$ cat src/rtl/pipelined_addsub.sv
// rtl/pipelined_addsub.sv - pipelined WIDTH-bit add/subtract unit with valid/ready handshake
//
// Purpose:
//   Computes A + (sub ? ~B : B) + (cin ^ sub) over STAGES = WIDTH/CHUNK register
//   stages. Each stage ripples one CHUNK-bit slice and hands its carry to the next.
//   The flags are produced in the last stage.
//
// Ports:
//   clk, rst          - clock, asynchronous active-high reset
//   in_valid/in_ready - operand handshake (in_ready depends only on out_valid/out_ready)
//   A, B, cin, sub    - operands, carry/borrow-in, 0 = add / 1 = subtract
//   out_valid/out_ready - result handshake
//   Result            - WIDTH-bit sum/difference (mod 2^WIDTH)
//   CarryOut          - raw carry out of the MSB (in subtract mode 1 = no borrow)
//   Overflow          - signed overflow (carry into MSB xor carry out of MSB)
//   Zero, Negative    - Result == 0, Result[WIDTH-1]
module pipelined_addsub #(
  parameter int WIDTH = 16,
  parameter int CHUNK = 4
) (
  input  logic             clk,
  input  logic             rst,
  input  logic             in_valid,
  output logic             in_ready,
  input  logic [WIDTH-1:0] A,
  input  logic [WIDTH-1:0] B,
  input  logic             cin,
  input  logic             sub,
  output logic             out_valid,
  input  logic             out_ready,
  output logic [WIDTH-1:0] Result,
  output logic             CarryOut,
  output logic             Overflow,
  output logic             Zero,
  output logic             Negative
);

  localparam int STAGES = WIDTH / CHUNK;

  logic             advance;
  logic [WIDTH-1:0] b_cond;

  // The stall is global: either the whole pipe moves or the whole pipe holds.
  assign advance  = !out_valid || out_ready;
  assign in_ready = advance;
  assign b_cond   = sub ? ~B : B;

  for (genvar k = 0; k < STAGES; k++) begin : g_slice
    // PEND: operand bits not yet summed when this slice starts, including its own chunk.
    // DONE: sum bits that are complete once this slice has run.
    localparam int PEND = WIDTH - k * CHUNK;
    localparam int DONE = (k + 1) * CHUNK;

    logic [PEND-1:0]  a_in;
    logic [PEND-1:0]  b_in;
    logic             c_in;
    logic             v_in;
    logic [CHUNK:0]   part;
    logic [DONE-1:0]  s_next;

    if (k == 0) begin : g_first
      assign a_in   = A;
      assign b_in   = b_cond;
      assign c_in   = cin ^ sub;
      assign v_in   = in_valid;
      assign s_next = part[CHUNK-1:0];
    end else begin : g_next
      assign a_in   = g_slice[k-1].g_mid.a_q;
      assign b_in   = g_slice[k-1].g_mid.b_q;
      assign c_in   = g_slice[k-1].g_mid.c_q;
      assign v_in   = g_slice[k-1].g_mid.v_q;
      assign s_next = {part[CHUNK-1:0], g_slice[k-1].g_mid.s_q};
    end

    assign part = {1'b0, a_in[CHUNK-1:0]} + {1'b0, b_in[CHUNK-1:0]} + {{CHUNK{1'b0}}, c_in};

    if (k < STAGES - 1) begin : g_mid
      logic                  v_q;
      logic                  c_q;
      logic [DONE-1:0]       s_q;
      logic [PEND-CHUNK-1:0] a_q;
      logic [PEND-CHUNK-1:0] b_q;

      // Data in an empty stage is don't-care, so intermediate stages load on every advance.
      always_ff @(posedge clk or posedge rst) begin
        if (rst) begin
          v_q <= 1'b0;
          c_q <= 1'b0;
          s_q <= '0;
          a_q <= '0;
          b_q <= '0;
        end else if (advance) begin
          v_q <= v_in;
          c_q <= part[CHUNK];
          s_q <= s_next;
          a_q <= a_in[PEND-1:CHUNK];
          b_q <= b_in[PEND-1:CHUNK];
        end
      end
    end else begin : g_last
      logic msb_carry_in;

      // Carry into the MSB recovered from the MSB sum bit: s = a ^ b ^ c.
      assign msb_carry_in = part[CHUNK-1] ^ a_in[CHUNK-1] ^ b_in[CHUNK-1];

      // Result and flags only load for a real token so they hold while out_valid = 0.
      always_ff @(posedge clk or posedge rst) begin
        if (rst) begin
          out_valid <= 1'b0;
          Result    <= '0;
          CarryOut  <= 1'b0;
          Overflow  <= 1'b0;
          Zero      <= 1'b1;
          Negative  <= 1'b0;
        end else if (advance) begin
          out_valid <= v_in;
          if (v_in) begin
            Result   <= s_next;
            CarryOut <= part[CHUNK];
            Overflow <= msb_carry_in ^ part[CHUNK];
            Zero     <= ~|s_next;
            Negative <= s_next[WIDTH-1];
          end
        end
      end
    end
  end

endmodule

$ cat config.mk
export PLATFORM = sky130hd
export DESIGN_NAME = pipelined_addsub
export DESIGN_NICKNAME = d
export VERILOG_FILES = /design/src/rtl/pipelined_addsub.sv
export SDC_FILE = /design/constraint.sdc
export NUM_CORES = 1
export LEC_CHECK = 0
export CAP_MARGIN = 20
export CORE_MARGIN = 10
export CORE_UTILIZATION = 50
export CTS_BUF_LIST = sky130_fd_sc_hd__clkbuf_4
export CTS_CLUSTER_SIZE = 8
export DETAILED_ROUTE_END_ITERATION = 6
export PLACE_DENSITY_LB_ADDON = 0.12
export SLEW_MARGIN = 20
export SYNTH_ARGS = -nofsm -noshare
export SYNTH_HDL_FRONTEND = slang
export SYNTH_SLANG_ARGS = --single-unit
export TNS_END_PERCENT = 20
$ cat constraint.sdc
create_clock -name clk -period 7.2 [get_ports clk]
set_input_delay 2.16 -clock clk [delete_from_list [all_inputs] [get_ports clk]]
set_output_delay 2.16 -clock clk [all_outputs]
set_load 0.01 [all_outputs]
=== Word-level counts from Yosys, hierarchy flattened ===
Cells that the tools add are included.

* Bitwise logic cells: 5
* Reductions and logical operators: 5
* Add/sub/neg operators: 8
* Muxes and demuxes: 1

{| class="wikitable"
|+ Operators with widths
! kind !! count
|-
| adder 4 x 4 -> 5 bit || 4
|-
| adder 5 x 1 -> 5 bit || 4
|-
| 2-to-1 mux 16 bit || 1
|-
| NOT 16 bit || 1
|-
| OR reduction 16 bit || 1
|-
| XOR 1 bit || 4
|-
| zero test 1 bit || 2
|-
| AND reduction 2 bit || 1
|-
| logical OR 1 bit || 1
|}

* Bits of input ports: 38
* Output and inout bits: 22
* Bits in registers: 99
* Word-level logic and storage cells: 40

=== Longest topological paths before layout ===
Gate-level depths: netlist of run 1.

* Depth in word-level cells: 5
* Gate-level depth with buffers: 8
* Depth with buffers taken out: 6

=== Worst setup path after synthesis of run 1 ===
Ideal clock, no wire load.

* Kind: input to output
* Start point: input out_ready
* End point: output in_ready
* Required time: 5.040 ns
* Buffers on the path: 2
* Cell stages on the path: 4
* Setup slack: 2.301 ns
* Data arrival time: 2.739 ns
* Cell sequence: nor2b_1 > buf_2 > inv_2 > clkbuf_1

* Cells in the longest elaborated chain, start to end: 1

{| class="wikitable"
|+ Ends and longest elaborated chain
! what !! line !! RTL
|-
| from (decl) || 30 || <nowiki>input logic out_ready,</nowiki>
|-
| logical OR 1 bit || 44 || <nowiki>assign advance = !out_valid || out_ready;</nowiki>
|-
| to (decl) || 24 || <nowiki>output logic in_ready,</nowiki>
|}

No other way between the ends.

=== Worst setup path in the final report of run 1 ===
Ends and elaborated chain as after synthesis.

==> metrics.md, run 1 <==
| Metric | Value |
|---|---|
| Slowest stage delay, CP | `between 0.5 and 0.6 ns` |
| Worst min path class | `register to register` |
| Ports | `60` |
| ANT cells | `0` |
| Switching power | `~0.74 mW` |
| Maxcap violations | `0` |
| RSZ-0062 raised after global routing | `no` |
| Synth Cell Area | `approximately 0.0043 sq mm` |
| Reg power frac | `0.458` |
| Comb power frac | `0.405` |
| Number of cells upsized or downsized after cts | `0` |
| Register Area | `roughly 0.0025 sq mm` |
| Reg clk slew, reported paths | `0.14 ns` |
| Power per cell area | `399 mW/mm^2` |
| Clock Power Share | `0.137` |
| GRT Resource Usage Total | `0.130` |
| Power Internal | `between 1 and 1.5 mW` |
| Crit path max fanout | `2` |
| Yosys warns | `0` |
| Commonest non-fill, non-tap cell in the layout | `nand2_1` |
| Area growth syn-to-layout | `18.3%` |
| Hold Path Depth | `2` |
| Total negative slack | `0 ns` |
| Lkg Pwr | `around 2.5 nW` |
| CTS tree | `built` |
| Sw Ratio | `0.362` |
| Die Y | `between 100 and 150 um` |
| H-Tree Depth | `3` |
| Layout Skew | `about 0.016 ns` |
| EDFF count, synth | `0` |
| Number of global-route vias before repair | `about 3000` |
| CTS root buf | `clkbuf_4` |
| Net Count, Synth | `between 400 and 500` |
| Slew @ Worst Pin | `between 0.8 and 0.9 ns` |
| Remaining antenna violation count | `0` |
| Ys async rst share | `1.00` |
| Distinct cells, synth | `34` |
| Clk_lat worst skew | `approximately 0.43 ns` |
| Initial antenna violation count | `0` |
| Initial drt markers | `approximately 140` |
| Synth Register Bits | `between 90 and 100` |
| Sink Count | `98` |
| Hold_buf cts | `0` |
| Crit-path slowest cell | `clkdlybuf4s50_1` |
| Num CTS Buffers | `9` |
| Primary FF master, synth | `dfrtp_1` |
| CP cell instances | `clkdlybuf4s50_1 -> nor2b_4 -> inv_2 -> clkdlybuf4s50_1` |
| Cells after Synth | `around 440` |
| HPWL after detailed placement | `5410 um` |
| CP Data Required Time | `5.04 ns` |
| Final Critical Period | `roughly 5.5 ns` |
| Fin crit share | `0.759` |
| Cell repeated most along the worst path | `clkdlybuf4s50_1` |
| Congestion Overflow GR | `0` |
| Largest net degree at the start of global routing | `91` |
| Commonest non-fill, non-tap cells in the layout | `185 x nand2_1, 97 x dfrtp_1, 59 x clkdlybuf4s50_1` |
| DRC errors left | `0` |
| Initial Utilization | `0.521` |
| Hold Fails Final Rpt | `0` |
| Core Area | `0.00834 sq mm` |
| 1st-pass router iterations | `5` |
| # Post-CTS Setup Buffers | `0` |
| R2R depth | `5` |
| Setup Viol. Count Final | `0` |
| Post-synthesis sequential area ratio | `0.564` |
| Total power draw | `2.05 mW` |
| WS Path Type | `primary input to output pin` |
| Fillers | `704` |
| Crit start category | `primary input` |
| Status | `finished, final reports clean` |
| Max VDD drop | `0.000144 V` |
| Die area | `approximately 0.013 sq mm` |
| WL final | `slightly below 8000 um` |
| Worst EP arrival | `between 3 and 4 ns` |
| Peak Freq | `183 MHz` |
| Area of the multi-input gates | `0.00178 sq mm` |
| Port bufs | `59` |
| Number of placement rows | `33` |
| Final Net Count | `547` |
| Max transition margin | `0.456` |
| Syn_area_per_cell | `approximately 9.9 sq um` |
| Slew Viols, Final | `0` |
| Vias | `2865` |
| Worst Setup End Kind | `output pin` |
| WL/cell | `12.9 um` |
| Vias/cell | `about 4.8` |
| Share of cells above drive strength 1 | `0.0548` |
| First-pass GRT wire length | `between 10000 and 15000 um` |
| Die width | `roughly 110 um` |
| CTS Buffer Depth | `2` |
| GP Congestion | `approximately 0.77` |
==> cell type report <==
class                   instances  share of cell area
clock buffers                  10              0.0146
flip-flops and latches         98               0.477
repair buffers                 63               0.121
inverters                       7             0.00560
multi-input cells             310               0.346
well taps                     105              0.0255
clock inverters                 5              0.0107
==> worst paths after layout <==
path                                                startpoint                                   to  slack [ns]
max                                                  out_ready                             in_ready        1.74
min                        g_slice[0].g_mid.a_q[7]$_DFFE_PP0N_  g_slice[0].g_mid.a_q[7]$_DFFE_PP0N_        0.48
max reg2reg                              out_valid$_DFFE_PP0N_               Result[11]$_DFFE_PP0P_        4.76
min reg2reg                g_slice[0].g_mid.a_q[7]$_DFFE_PP0N_  g_slice[0].g_mid.a_q[7]$_DFFE_PP0N_        0.48
max in group asynchronous                                  rst  g_slice[0].g_mid.b_q[7]$_DFFE_PP0N_        4.00
min in group asynchronous                                  rst  g_slice[2].g_mid.s_q[4]$_DFFE_PP0N_        2.14
==> state kept, by name, indices dropped and copies added (netlist names) <==
signal,cells
g_slice.g_mid.v_q,3
out_valid,1
Result,16
g_slice.g_mid.a_q,24
g_slice.g_mid.c_q,3
Overflow,1
g_slice.g_mid.s_q,24
CarryOut,1
Zero,1
g_slice.g_mid.b_q,24
==> cell families after synthesis <==
logic type	count (synthesis)	share of synthesized area
xor gates and xnor gates	24	0.0483
muxes	15	0.0388
adders and majority gates	20	0.0714
DFF	98	0.564
and+or+nand+nor	204	0.186
buffers and inverters	29	0.0285
AOI/OAI and AO/OA	47	0.0627
==> routing by layer <==
metal | vias to the layer above | routed length, um | GRT usage
met5 | - | 0 | 0
met3 | 6 | 442 | 0.0534
li1 | 1496 | - | -
met4 | 0 | 76 | 0.0330
met2 | 59 | 3240 | 0.184
met1 | 1304 | 3950 | 0.179
==> through the flow <==
step / cell area, sq um / utilization / worst slack [ns] / instances / hold slack, ns
after detailed placement: 5010 / 0.601 / 1.73 / 583 / 0.456
after CTS: 5140 / 0.617 / 1.73 / 598 / 0.488
after global placement: 5010 / 0.601 / 1.72 / 583 / 0.450
final: 5140 / 0.617 / 1.74 / 598 / 0.484
after floorplan: 4350 / - / 2.30 / 437 / 0.439
after global routing: 5140 / 0.617 / 1.71 / 598 / 0.505
==> worst max-delay path: cells and delay by family <==
kind / cells / cell delay [ns]
simple gates: 1 / 0.05
buf+inv: 3 / 1.09
==> power groups by stage <==
stage | clock network (mW) | registers [mW] | logic (mW)
floorplan | 0 | 0.942 | 0.566
global placement | 0 | 0.947 | 0.813
detailed placement | 0 | 0.957 | 0.841
CTS | 0.290 | 0.943 | 0.846
global route | 0.316 | 0.976 | 0.961
finish | 0.280 | 0.941 | 0.831
==> synthesized netlist by cell type (2+ instances only) <==
cell | n | area, sq um
fa_1 | 8 | 160
nor4_1 | 3 | 18.8
xnor2_1 | 15 | 131
inv_1 | 6 | 22.5
o21ai_0 | 22 | 110
ha_1 | 12 | 150
nand2_1 | 185 | 694
dfrtp_1 | 97 | 2430
buf_2 | 6 | 30.0
nor2_1 | 6 | 22.5
nor2b_1 | 2 | 12.5
a21o_1 | 7 | 52.6
clkbuf_1 | 12 | 45.0
buf_4 | 2 | 15.0
mux2_1 | 14 | 158
buf_1 | 2 | 7.51
xor2_1 | 9 | 78.8
nand3_1 | 2 | 10.0
a21oi_1 | 12 | 60.1
No activity file was read; power rests on OpenSTA's default activity.
==> inputs of run 2 (changes only) <==
==> constraint.sdc (replaced) <==
create_clock -name clk -period 4.6 [get_ports clk]
set_input_delay 1.38 -clock clk [delete_from_list [all_inputs] [get_ports clk]]
set_output_delay 1.38 -clock clk [all_outputs]
set_load 0.01 [all_outputs]
==> run 2 against run 1 <==
Power is 57% higher. Final area rose by 0.39%. Count of clock-buffer cells in the layout did not move.
==> metrics.md, run 2 (synthesis results as in run 1) <==
| Metric | Value |
|---|---|
| Min-Delay Startpoint | `g_slice[0].g_mid.a_q[10]$_DFFE_PP0N_` |
| Number of placement rows | `33` |
| Layout Skew | `roughly 0.015 ns` |
| Number of cells upsized or downsized after cts | `0` |
| Lkg Pwr | `between 2 and 3 nW` |
| CTS Buffer Depth | `2` |
| Worst Setup End Kind | `output pin` |
| Peak Freq | `256 MHz` |
| Vias/cell | `a little under 5` |
| Num CTS Buffers | `9` |
| WL/cell | `13.0 um` |
| Reg power frac | `0.458` |
| H-Tree Depth | `3` |
| Die width | `between 100 and 150 um` |
| Power Internal | `roughly 2.1 mW` |
| Core Area | `around 0.0083 sq mm` |
| Die Y | `around 110 um` |
| Dpl ws | `slightly below 0.7 ns` |
| Remaining antenna violation count | `0` |
| Hold Fails Final Rpt | `0` |
| CTS root buf | `clkbuf_4` |
| Final Net Count | `548` |
| Ports | `60` |
| Status | `finished, final reports clean` |
| Max transition margin | `0.458` |
| Fin crit share | `0.850` |
| Port bufs | `roughly 60` |
| HPWL after detailed placement | `5660 um` |
| Maxcap violations | `0` |
| RSZ-0062 raised after global routing | `no` |
| CTS tree | `built` |
| DRC errors left | `0` |
| Slew Viols, Final | `0` |
| Crit start category | `primary input` |
| Largest net degree at the start of global routing | `91` |
| Switching power | `1.17 mW` |
| Number of global-route vias before repair | `~2900` |
| Commonest non-fill, non-tap cells in the layout | `185 x nand2_1, 97 x dfrtp_1, 59 x clkdlybuf4s50_1` |
| GRT Resource Usage Total | `0.128` |
| Initial Utilization | `0.521` |
| Total negative slack | `0 ns` |
| Final Critical Period | `3.91 ns` |
| Comb power frac | `0.403` |
| Sink Count | `slightly below 100` |
| Vias | `a little under 3000` |
| Utilization after layout | `0.619` |
| Slew @ Worst Pin | `roughly 0.81 ns` |
| GP Congestion | `between 0.7 and 0.8` |
| Commonest non-fill, non-tap cell in the layout | `nand2_1` |
| # Post-CTS Setup Buffers | `0` |
| Hold_buf cts | `0` |
| Initial antenna violation count | `0` |
| Reg clk slew, reported paths | `0.15 ns` |
| Worst EP arrival | `between 2 and 3 ns` |
| Worst R2R Start | `out_valid$_DFFE_PP0N_` |
| Area growth syn-to-layout | `18.7%` |
| Crit path max fanout | `2` |
| 1st-pass router iterations | `7` |
| Share of cells above drive strength 1 | `0.0586` |
| Setup slack after layout | `between 0.6 and 0.7 ns` |
| Congestion Overflow GR | `0` |
| WS Path Type | `primary input to output pin` |
| Crit path launch | `out_ready` |
| Initial drt markers | `116` |
| Power per cell area | `625 mW/mm^2` |
| WL final | `~7800 um` |
| Flop2flop setup slack | `2.18 ns` |
| Clock Power Share | `0.140` |
| Sw Ratio | `0.364` |
| Setup Viol. Count Final | `0` |
| Die area | `approximately 0.013 sq mm` |
| CP Data Required Time | `about 3.2 ns` |
| Worst min path class | `register to register` |
| Max VDD drop | `~0.00021 V` |
| Top Registers | `g_slice.g_mid.a_q: 24 flops, g_slice.g_mid.b_q: 24 flops, g_slice.g_mid.s_q: 24 flops` |
| First-pass GRT wire length | `about 14000 um` |
| ANT cells | `0` |
| Clk_lat worst skew | `between 0.4 and 0.5 ns` |
==> run 2: metrics by stage <==
step	hold slack (ns)	instance area (sq um)	total power [mW]	cells
global route	0.491	5160	3.54	600
finish	0.484	5160	3.23	600
CTS	0.489	5160	3.27	600
detailed placement	0.455	5020	2.82	584
floorplan	0.439	4350	2.36	437
global placement	0.450	5020	2.76	584
==> run 2: path summary, 6_finish.rpt <==
kind                                                   endpoint  depth (start not counted)
min reg2reg                g_slice[0].g_mid.a_q[10]$_DFFE_PP0N_                          2
max in group asynchronous   g_slice[1].g_mid.b_q[4]$_DFFE_PP0N_                          3
min                        g_slice[0].g_mid.a_q[10]$_DFFE_PP0N_                          2
min in group asynchronous   g_slice[2].g_mid.s_q[3]$_DFFE_PP0N_                          2
max reg2reg                               Result[1]$_DFFE_PP0P_                          5
max                                                    in_ready                          4
==> run 2: per-layer routing <==
metal,global-route usage,routed length [um],up-vias
li1,-,-,1497
met1,0.178,3910,1325
met2,0.187,3410,55
met3,0.0354,376,11
met4,0.0457,107,0
met5,0,0,-
==> run 2: power by group through the flow <==
| stage | combinational [mW] | clock (mW) | sequential, mW |
|---|---|---|---|
| final | 1.30 | 0.450 | 1.48 |
| after global routing | 1.51 | 0.504 | 1.53 |
| after CTS | 1.33 | 0.466 | 1.48 |
| after detailed placement | 1.32 | 0 | 1.50 |
| after global placement | 1.27 | 0 | 1.49 |
| after floorplan | 0.886 | 0 | 1.48 |
==> run 2: worst max-delay path, stage by stage <==
cell and delay, ns:
clkdlybuf4s50_1 0.50, nor2b_4 0.06, inv_2 0.05, clkdlybuf4s50_1 0.53
==> run 2: final cells by class <==
class | count | area [sq um]
fillers | 733 | 3180
inverters | 7 | 28.8
multi-input cells | 310 | 1780
flip-flops and latches | 98 | 2450
clock inverters | 6 | 67.6
well taps | 105 | 131
clock buffers | 10 | 75.1
repair buffers | 64 | 628
